File: config.mk
export PLATFORM = sky130hd
export DESIGN_NAME = ch_buffer_reader
export DESIGN_NICKNAME = d
export VERILOG_FILES = /design/src/rtl/ch_buffer_reader.sv
export SDC_FILE = /design/constraint.sdc
export NUM_CORES = 1
export LEC_CHECK = 0
export ABC_AREA = 1
export CAP_MARGIN = 30
export CORE_MARGIN = 2
export CORE_UTILIZATION = 49
export DETAILED_ROUTE_END_ITERATION = 10
export PLACE_DENSITY = 0.82
export SLEW_MARGIN = 40
export SYNTH_ARGS = -nofsm -noshare
export SYNTH_HDL_FRONTEND = slang
export SYNTH_SLANG_ARGS = --single-unit
File: constraint.sdc
create_clock -name clk -period 1.8 [get_ports clk]
set_input_delay 0.54 -clock clk [delete_from_list [all_inputs] [get_ports clk]]
set_output_delay 0.54 -clock clk [all_outputs]
set_load 0.05 [all_outputs]
File: src/rtl/ch_buffer_reader.sv
// ch_buffer_reader: circular word buffer with a 4-phase req/ack reader port
module ch_buffer_reader #(
    parameter int WIDTH = 8,
    parameter int DEPTH = 4,
    parameter int AW    = 2
) (
    input  logic             clk,
    input  logic             rst,
    input  logic [WIDTH-1:0] wr_data,
    input  logic             wr_valid,
    output logic             wr_ready,
    input  logic             rd_req,
    output logic             rd_ack,
    output logic [WIDTH-1:0] rd_data,
    output logic [AW:0]      level,
    output logic [7:0]       drop_cnt
);
    localparam logic [0:0]  IDLE       = 1'b0;
    localparam logic [0:0]  ACK        = 1'b1;
    localparam logic [AW:0] FULL_LEVEL = (AW+1)'(DEPTH);
    logic [WIDTH-1:0] mem [DEPTH];
    logic [AW-1:0]    wr_ptr, rd_ptr;
    logic [0:0]       state;
    logic             full, empty, push, pop;
    assign full     = level == FULL_LEVEL;
    assign empty    = level == '0;
    assign wr_ready = !full;
    assign push     = wr_valid && !full;
    assign pop      = state == IDLE && rd_req && !empty;
    assign rd_ack   = state == ACK;
    // storage write; contents need no reset because level gates every read
    always_ff @(posedge clk) begin
        if (push) mem[wr_ptr] <= wr_data;
    end
    // write pointer, occupancy and saturating drop counter
    always_ff @(posedge clk or posedge rst) begin
        if (rst) begin
            wr_ptr   <= '0;
            level    <= '0;
            drop_cnt <= '0;
        end else begin
            wr_ptr   <= push ? wr_ptr + 1'b1 : wr_ptr;
            level    <= level + (AW+1)'(push) - (AW+1)'(pop);
            drop_cnt <= (wr_valid && full && drop_cnt != 8'hFF) ? drop_cnt + 8'd1 : drop_cnt;
        end
    end
    // reader handshake: pop on entry to ACK, hold until the request drops
    always_ff @(posedge clk or posedge rst) begin
        if (rst) begin
            state   <= IDLE;
            rd_ptr  <= '0;
            rd_data <= '0;
        end else begin
            state   <= pop ? ACK : (state == ACK && !rd_req) ? IDLE : state;
            rd_ptr  <= pop ? rd_ptr + 1'b1 : rd_ptr;
            rd_data <= pop ? mem[rd_ptr] : rd_data;
        end
    end
endmodule

==> parameters.txt <==
Parameter                              Value

Run status
  Run status ... finished clean

Power and ir drop
  Leakage power ... 1.43 nW
  Max VDD drop ... 0.000719 V
  Power share of the clock group ... 15.3%
  Reg power frac ... 38.3%
  P per Cell Area ... 1690 mW/mm²
  Switching pwr ... around 2.2 mW
  Design internal power ... 3.24 mW
  Relative contribution of combinational cells to total power ... a little under half
  Total Power ... 5.48 mW
  Switching share of power ... 40.9%

Die
  Area of the core region ... 0.00479 mm²
  Width of the die ... 74.9 µm
  Starting utilization of the core area ... 51.4%
  Count of pins on the block boundary ... 33
  Area enclosed by the die boundary ... 0.00560 mm²
  Height of the die ... 74.9 µm
  Row count ... 25

Placement
  Post-DP HPWL ... 3.25 mm
  Dpl cells ... 346
  Quantity of I/O buffers inserted on ports ... 32
  Routability congestion estimate from global placement ... 0.796

Critical path
  Endpoint class of the critical path ... flip-flop
  Setup crit start kind ... flip-flop
  Worst Path Class, Setup ... reg -> reg
  Largest fanout on the critical path ... 4
  Required time of the worst setup path ... 2.00 ns
  Capturing point of the worst reg2reg path ... level[2]
  Depth of the most critical reg-to-reg path ... 7
  Worst reg2reg setup slack ... 0.06 ns
  Worst EP arrival ... 1.94 ns
  Startpoint of the worst-slack reg-to-reg timing path ... level[0]

CTS
  Hold Buf Count CTS ... 0
  H-tree levels ... 2
  Buffers from clock root to sink, at most ... 2
  TritonCTS Buffers ... 5
  Clock insertion delay at the later pin of the skew report ... about 0.3 ns
  Clock root buffer ... sky130_fd_sc_hd__clkbuf_8
  Sink count of the clock tree ... 56
  CTS tree ... yes
  Clock-pin transition on the worst setup and hold timing paths ... ~0.10 ns

Global routing
  Initial antenna violation count ... 0
  Wire length of the first global-routing pass ... ~7.7 mm
  Number of global-route vias before repair ... between 1,500 and 2,000
  Global Route Usage Sum ... 18.8%
  GRT overflow ... 0
  Pin count of the biggest net entering global routing ... 25

Finish
  Antenna diodes ... 0
  Area of the multi-input gates ... 831 µm²
  Share of layout cells above drive strength 1 ... between 20% and 30%
  Most common cell after layout, fill and taps aside ... sky130_fd_sc_hd__nand2_1
  Combined flip-flop and latch cell area ... 0.00157 mm²
  Net count of the finished layout ... 308
  Fillers ... 337
  Final Util ... 67.9%
  Final instance count without filler cells ... 356
  Layout-stage area growth over the synthesis result ... 32.1%
  Commonest cells after routing, fill and taps aside ... sky130_fd_sc_hd__nand2_1, sky130_fd_sc_hd__edfxtp_1, sky130_fd_sc_hd__nand3_1

Route
  Detailed-router iteration count before antenna repair ... 4
  Post-DRT Antenna Nets ... 0
  Total Wirelength ... around 4.7 mm
  Number of remaining DRC errors ... 0
  Via/cell ratio ... 4.86
  Overall via count from detail_route ... 1,729
  Routed wire per std cell ... about 13 µm
  First-iteration detailed-routing DRC count ... 82

Logic synthesis
  Fraction of synthesized cell area taken by the top area cell type ... between 30% and 40%
  Number of library cell types mapped by synthesis ... 23
  Synthesized instance count ... between 200 and 250
  Part of the Yosys area used for sequential elements ... between 60% and 70%
  Mean cell area of the mapped netlist ... 10.3 µm²
  Summed instance area of the synthesized netlist ... 0.00246 mm²
  Synth Register Bits ... 56
  Ys Warns ... 0
  Top cells by area, synth ... sky130_fd_sc_hd__edfxtp_1, sky130_fd_sc_hd__dfrtp_1, sky130_fd_sc_hd__nand2_1
  Cell type with the highest aggregate area in the netlist ... sky130_fd_sc_hd__edfxtp_1
  Nets in the synthesized netlist ... 259

Timing
  RSZ-0062 raised after global routing ... true
  Worst rel slew slack ... 61.1%
  Highest clock rate ... 573 MHz
  Post-Route Skew ... about 0.0085 ns
  Slew at the pin closest to its max-slew limit ... 0.584 ns
  Final number of setup-violating endpoints ... 0
  Final cycle utilization of the critical path ... 96.9%
  Final Hold Fails ... 0
  Post-route minimum period ... 1.74 ns
  Number of pins exceeding their max-slew limit in the final report ... 0

Worst hold path
  Count of cells along the worst hold path ... 2
  Classification of the worst-slack hold path ... reg -> reg
  Capture endpoint of the worst hold path ... rd_data[7]
  Min-Delay Startpoint ... rd_data[7]

Flow run
  Maxcap violations ... 0
## logic make-up (layout without fill, tap and decap cells)
group	after synthesis	after routing	synth area share, %
adder cells (fa/ha/maj)	8	8	4.37
XOR/XNOR	6	6	2.14
buffers and inverters	26	76	4.68
AND/OR/NAND/NOR	138	138	24.0
flip-flops	56	56	63.5
AO/OA/AOI/OAI	5	5	1.32
## power by group through the flow
stage               clock [mW]  sequential (mW)  combinational [mW]
CTS                      0.853             2.09                2.53
global route             0.901             2.14                2.75
detailed placement           0             2.12                2.51
finish                   0.840             2.10                2.54
floorplan                    0             2.55                1.04
global placement             0             2.10                2.42
## final cells by class
type,instances,share of cell area (%)
Inverter,21,2.42
Tap cell,67,2.58
Sequential cell,56,48.2
Timing Repair Buffer,47,17.5
Clock inverter,2,1.19
Multi-Input combinational cell,157,25.6
Clock buffer,6,2.54
## flip-flops by register name (all words and copies together), names as in the netlist
name and cells:
mem 32, drop_cnt 8, rd_data 8, level 3, rd_ptr 2, wr_ptr 2
rd_ack 1
## stage by stage
stage / area, µm² / hold slack (ns) / setup TNS, ns / setup slack (ns)
2_1_floorplan: 2500 / 0.542 / -0.353 / -0.182
3_3_place_gp: 3110 / 0.485 / -2.95 / -0.398
3_5_place_dp: 3110 / 0.480 / -3.72 / -0.457
4_1_cts: 3220 / 0.505 / 0 / 0.00884
5_1_grt: 3250 / 0.525 / 0 / 0.00278
6_report: 3250 / 0.506 / 0 / 0.0559
## synth_stat cells (all sizes together)
master and number:
fa 1, xnor2 3, inv 19, xor2 3, a21oi 3, nand2 95
dfrtp 24, nand3 30, clkinv 2, edfxtp 32, nor2 13, buf 5
ha 7, o21ai 2
## how the worst max path moves through the flow
stage | startpoint | slack (ns) | to
6_report | level[0] | 0.06 | level[2]
5_1_grt | level[0] | 0.003 | level[2]
4_1_cts | level[1] | 0.009 | level[2]
3_5_place_dp | rd_req | -0.46 | level[1]
3_3_place_gp | rd_req | -0.40 | level[1]
2_1_floorplan | level[1] | -0.18 | level[2]
## worst max-delay path: stages (launching register included)
cell                      delay (ns)
sky130_fd_sc_hd__dfrtp_2        0.43
sky130_fd_sc_hd__nor2_4         0.21
sky130_fd_sc_hd__a21oi_4        0.09
sky130_fd_sc_hd__ha_4           0.26
sky130_fd_sc_hd__inv_2          0.04
sky130_fd_sc_hd__ha_4           0.14
sky130_fd_sc_hd__fa_2           0.33
sky130_fd_sc_hd__xor2_1         0.14
## metal layers
metal  share of wire [%]  GRT usage (%)  routed length [µm]  up-vias
met5                   0              0                   0        -
met4                 2.0           8.73                  92        0
met1                  41           22.4                1900      809
li1                    -              -                   -      861
met2                  52           32.1                2430       51
met3                 5.2           4.82                 242        8
## repair_timing
item,in CTS,in global routing
setup endpoints to repair,2,3
gates resized for setup,2,2
endpoints found under the hold margin,0,0
buffers inserted,0,2
pin swaps,1,4
Note: power is estimated with default switching activity, not from simulation.
